`src/rtl/mem_pkg.sv`:
```
// Shared types and constants for the wait-state memory.
// Optional range checking is enabled with the MEM_RANGE_CHECK_EN macro.
package mem_pkg;

    typedef enum logic [1:0] {
        IDLE = 2'd0,
        WAIT = 2'd1,
        ACK  = 2'd2
    } state_t;

    // Idle data is all-ones at any width; replicate this bit to build it.
    localparam logic IDLE_FILL = 1'b1;

    localparam int DEFAULT_DATA_W = 16;
    localparam int DEFAULT_ADDR_W = 16;
    localparam int DEFAULT_DEPTH  = 256;

endpackage

```
`src/rtl/mem_array.sv`:
```
// Plain synchronous single-port RAM with registered read and no reset,
// so it maps onto block RAM.
module mem_array #(
    parameter int DATA_W = 16,
    parameter int DEPTH  = 256
) (
    input  logic                     clk,
    input  logic                     we,
    input  logic [$clog2(DEPTH)-1:0] addr,
    input  logic [DATA_W-1:0]        wdata,
    output logic [DATA_W-1:0]        rdata
);

    logic [DATA_W-1:0] mem_q [DEPTH];
    logic [DATA_W-1:0] rdata_q;

    // Read-before-write: a read in the same cycle as a write sees the old word.
    always_ff @(posedge clk) begin
        if (we) begin
            mem_q[addr] <= wdata;
        end
        rdata_q <= mem_q[addr];
    end

    assign rdata = rdata_q;

endmodule

```
`src/rtl/wait_state_memory.sv`:
```
// Clocked MU0 memory: memRq/readNotWrite request, programmable wait states, memAck pulse.
// Define MEM_RANGE_CHECK_EN to add memErr and block accesses at addr >= DEPTH.
module wait_state_memory
    import mem_pkg::*;
#(
    parameter int                DATA_W      = DEFAULT_DATA_W,
    parameter int                ADDR_W      = DEFAULT_ADDR_W,
    parameter int                DEPTH       = DEFAULT_DEPTH,
    parameter int                WAIT_CYCLES = 1,
    parameter logic [DATA_W-1:0] IDLE_VALUE  = {DATA_W{IDLE_FILL}}
) (
    input  logic              clk,
    input  logic              reset,
    input  logic              memRq,
    input  logic              readNotWrite,
    input  logic [ADDR_W-1:0] addr,
    input  logic [DATA_W-1:0] dataIn,
    output logic [DATA_W-1:0] dataOut,
    output logic              memAck,
    output logic              memBusy
`ifdef MEM_RANGE_CHECK_EN
    ,
    output logic              memErr
`endif
);

    localparam int IDX_W = $clog2(DEPTH);
    localparam int CNT_W = (WAIT_CYCLES > 1) ? $clog2(WAIT_CYCLES + 1) : 1;

    state_t            state_q, state_d;
    logic [CNT_W-1:0]  cnt_q, cnt_d;
    logic [IDX_W-1:0]  addr_q, addr_d;
    logic [DATA_W-1:0] wdata_q, wdata_d;
    logic [DATA_W-1:0] rd_q, rd_d;
    logic              rnw_q, rnw_d;
    logic              err_q, err_d;

    logic              addr_oob;
    logic              unused_addr_bits;
    logic              ram_we;
    logic [IDX_W-1:0]  ram_addr;
    logic [DATA_W-1:0] ram_rdata;
    logic [DATA_W-1:0] ack_rdata;

    // Only the low IDX_W address bits index the RAM; the rest alias or feed the range check.
    assign unused_addr_bits = ^addr;

`ifdef MEM_RANGE_CHECK_EN
    assign addr_oob = ({1'b0, addr} >= (ADDR_W + 1)'(DEPTH));
`else
    assign addr_oob = 1'b0;
`endif

    always_comb begin
        state_d = state_q;
        cnt_d   = cnt_q;
        addr_d  = addr_q;
        wdata_d = wdata_q;
        rnw_d   = rnw_q;
        err_d   = err_q;
        rd_d    = rd_q;
        case (state_q)
            IDLE: begin
                if (memRq) begin
                    addr_d  = addr[IDX_W-1:0];
                    wdata_d = dataIn;
                    rnw_d   = readNotWrite;
                    err_d   = addr_oob;
                    cnt_d   = CNT_W'(WAIT_CYCLES);
                    state_d = (WAIT_CYCLES == 0) ? ACK : WAIT;
                end
            end
            WAIT: begin
                if (!memRq) begin
                    state_d = IDLE;
                end else if (cnt_q == CNT_W'(1)) begin
                    state_d = ACK;
                end else begin
                    cnt_d = cnt_q - CNT_W'(1);
                end
            end
            ACK: begin
                state_d = IDLE;
                if (rnw_q) begin
                    rd_d = ack_rdata;
                end
            end
            default: state_d = IDLE;
        endcase
    end

    always_ff @(posedge clk or posedge reset) begin
        if (reset) begin
            state_q <= IDLE;
            cnt_q   <= '0;
            addr_q  <= '0;
            wdata_q <= '0;
            rnw_q   <= 1'b1;
            err_q   <= 1'b0;
            rd_q    <= IDLE_VALUE;
        end else begin
            state_q <= state_d;
            cnt_q   <= cnt_d;
            addr_q  <= addr_d;
            wdata_q <= wdata_d;
            rnw_q   <= rnw_d;
            err_q   <= err_d;
            rd_q    <= rd_d;
        end
    end

    // The RAM read must land on the edge that enters ACK: with zero wait states that
    // edge is the capture edge itself, so IDLE presents the live address.
    assign ram_addr  = (state_q == IDLE) ? addr[IDX_W-1:0] : addr_q;
    assign ram_we    = (state_q == ACK) && !rnw_q && !err_q;
    assign ack_rdata = err_q ? IDLE_VALUE : ram_rdata;

    mem_array #(
        .DATA_W (DATA_W),
        .DEPTH  (DEPTH)
    ) u_mem_array (
        .clk   (clk),
        .we    (ram_we),
        .addr  (ram_addr),
        .wdata (wdata_q),
        .rdata (ram_rdata)
    );

    always_comb begin
        dataOut = rd_q;
        if (!memRq) begin
            dataOut = IDLE_VALUE;
        end else if ((state_q == ACK) && rnw_q) begin
            dataOut = ack_rdata;
        end
    end

    assign memAck  = (state_q == ACK);
    assign memBusy = (state_q != IDLE);
`ifdef MEM_RANGE_CHECK_EN
    assign memErr  = (state_q == ACK) && err_q;
`endif

endmodule
```
`config.mk`:
```
export PLATFORM = sky130hd
export DESIGN_NAME = wait_state_memory
export DESIGN_NICKNAME = d
export VERILOG_FILES = /design/src/rtl/mem_pkg.sv /design/src/rtl/mem_array.sv /design/src/rtl/wait_state_memory.sv
export SDC_FILE = /design/constraint.sdc
export NUM_CORES = 2
export LEC_CHECK = 0
export CELL_PAD_IN_SITES_DETAIL_PLACEMENT = 0
export CELL_PAD_IN_SITES_GLOBAL_PLACEMENT = 1
export CORE_MARGIN = 3
export CORE_UTILIZATION = 40
export CTS_CLUSTER_DIAMETER = 80
export DETAILED_ROUTE_END_ITERATION = 8
export PLACE_DENSITY_LB_ADDON = 0.1
export SETUP_SLACK_MARGIN = 0.2
export SLEW_MARGIN = 20
export SYNTH_ARGS = -nofsm -noshare
export SYNTH_HDL_FRONTEND = slang
export SYNTH_HIERARCHICAL = 1
export SYNTH_SLANG_ARGS = --single-unit
```
`constraint.sdc`:
```
create_clock -name clk -period 4.74 [get_ports clk]
set_input_delay 0.948 -clock clk [delete_from_list [all_inputs] [get_ports clk]]
set_output_delay 0.948 -clock clk [all_outputs]
set_load 0.02 [all_outputs]
```
==> metrics.cfg <==
[timing]
finalSetupTns_ns = 0
clock_skew_ns = 0.05364
slew_violations = 0
tightestPinTransition_ns = 1.248
rsz0062_at_grt = false
slew_headroom = 0.1682
hold_viol_final = 0
fin_crit_ns = 4.320
fmax_mhz = 231.5
setup_viol = 0
fin_crit_sh = 0.9115

[clock_tree]
cts_sinks = 4156
numCtsBuffers = 450
cts_hold_buf = 0
ctsResizeCount = 2
clkTransAtPathRegs_ns = 0.06
cts_setup_buffers = 0
clk_latency_ns = 1.01
cts-root-buf = clkbuf_16
cts_tree = built
clk_path_buf_depth = 4
htreeDepth = 5

[worst_setup_path]
crit_required_ns = 3.79
path_cells = buf_4 -> and3b_1 -> buf_4 -> o211ai_1 -> clkdlybuf4s50_1
startpoint_type = register
timing_worst_setup_path_type = reg2out
slowest_delay_ns = 0.72
reg2reg_depth = 12
rr_startpoint = state_q[0]
worst_path_most_repeated_cell = buf_4
cp.arrival_ns = 3.37
path_max_fanout = 28
path_buf_inv = 3
critPathCaptureType = output port
r2r_end = u_mem_array/rdata[13]
crit_family = buffers and inverters
cp_slowest_cell = clkdlybuf4s50_1
rrSetupSlack_ns = 0.73

[pwr]
leakage_nw = 57.51
irDropWorstVdd_v = 0.0003900
power_density_nw_per_um2 = 485.9

[synthesis]
synth.distinct_cells = 32
seq_area_frac_synth = 0.7904
synth_top_area_share = 0.7812
syn_nets = 6930
ys_warn_count = 6
synth-simple-area-share = 0.01027
synth_area_leaders = edfxtp_1, mux4_2, a22oi_1
syn_area_per_cell_um2 = 22.84
async_flop_share = 0.01059
synthCells = 6894
synthMuxAreaShare = 0.1488
post-synth-top-area-cell = edfxtp_1
synthFlopType = edfxtp_1
synthAdderAreaFrac = 0
synth_edf_count = 4096
synth_xor_area_frac = 0
synth_compound_area_frac = 0.03741
synth_top_family_by_area = multiplexers
synthesis.area_um2 = 157400
ys_ff_latch = 4156
ys_top_cells_by_count = edfxtp_1, mux4_2, a22oi_1, a21oi_1, clkbuf_1
yosysMostFrequentCell = edfxtp_1

[layout]
area.sequential_um2 = 124500
fin_util = 0.4740
multiInputGateArea_um2 = 31760
area_growth_syn_to_layout_pct = 17.57
fillCellCount = 32060
drive_gt1_frac = 0.3269
nets = 7727

[floorplan]
num_io_pins = 54
fp-row-count = 229
die_w_um = 633.4
die_h_um = 633.4
core_um2 = 390500
start_util = 0.4032
die-area_um2 = 401200

[global_route]
grt_max_degree = 162
grt_util_all_layers = 0.2168
globalRouteMet2Util = 0.3487
grt_pass1_wl_um = 612100
use_met3 = 0.02992
grt_pass1_vias = 77285
gr-total-overflow = 0
busiest_layer = met2
met1_usage = 0.3128
grt_antenna_before_repair = 16

[detailed_routing]
first_pass_iters = 5
wl_per_cell_um = 32.90
drt_iter0_markers = 8098
via_count = 75378
final_antenna_net_count = 0
drc_errors = 0
avgViaCountPerCell = 5.684
wirelength_um = 436400

[run_status]
outcome = completed

[place]
hpwl_um = 264900
place.gp.congestion = 0.8051
io_buffers = 45

[flow_run]
max_cap_violations = 0

[hold_path]
hold_class = in2async

-- per-stage QoR --
stage	worst slack, ns	hold slack, ns	cell area [um^2]	power (mW)	std cells
after floorplan	0.7564	0.4363	157500	50.60	6894
after global placement	-0.06573	0.4502	170500	56.24	12432
after detailed placement	0.01410	0.4629	170500	56.50	12434
after CTS	0.2527	0.2418	185000	91.00	13250
after global routing	0.3111	0.3086	185100	92.96	13257
final	0.4195	0.3175	185100	89.94	13261
-- sequential cells by signal, indices dropped and copies added, names as in the netlist --
signal and cells:
cnt_q 1, addr_q 8, wdata_q 16, u_mem_array/rdata 16, u_mem_array/mem_q 4096, rd_q 16, rnw_q 1, state_q 2
-- area by class of cell --
type / instances / share of cell area
antenna: 9 / 0.0001217
clock buffer: 568 / 0.06451
clock inverter: 248 / 0.01396
inverter: 19 / 0.0003853
multi-input combinational: 2285 / 0.1716
sequential: 4156 / 0.6726
tap: 5197 / 0.03513
timing repair buffer: 779 / 0.04175
-- where the power goes --
part,internal [mW],switching [mW],total [mW]
Sequential,42.4,0.529,43.0
Clock,20.2,14.3,34.4
Combinational,4.55,7.99,12.5
-- worst max path at each step --
| stage | startpoint | end | slack (ns) | depth (start not counted) |
|---|---|---|---|---|
| after floorplan | wdata_q[0] | u_mem_array/mem_q[0][0] | 0.76 | 0 |
| after detailed placement | addr[0] | u_mem_array/rdata[14] | 0.01 | 10 |
| after global placement | addr[0] | u_mem_array/rdata[14] | -0.07 | 10 |
| after global routing | state_q[0] | dataOut[3] | 0.31 | 5 |
| after CTS | state_q[0] | dataOut[3] | 0.25 | 5 |
| final | state_q[0] | dataOut[3] | 0.42 | 5 |
-- kinds of logic (layout without fill, tap and decap cells) --
family	Yosys count	in the layout
AO/OA/AOI/OAI	865	865
buffers and inverters	453	1614
flip-flops	4156	4156
multiplexers	1057	1057
other	0	9
AND/OR/NAND/NOR	363	363
-- layout by cell type (no fill, tap or decap), types with 34 or more instances in the layout --
master	count
buf_4	593
buf_12	138
clkdlybuf4s50_1	43
a22oi_1	512
nor2_1	129
clkbuf_16	456
edfxtp_1	4096
nor2_2	103
clkinv_2	72
mux4_2	1024
a21oi_1	257
bufinv_16	44
o41ai_2	34
clkinv_1	102
clkbuf_1	101
-- per-layer routing --
layer | wire [um] | share of wire
met1 | 191100 | 0.44
met2 | 209800 | 0.48
met3 | 23010 | 0.053
met4 | 12400 | 0.028
met5 | 13 | 0.000030
No activity file was read; power rests on OpenSTA's default activity.
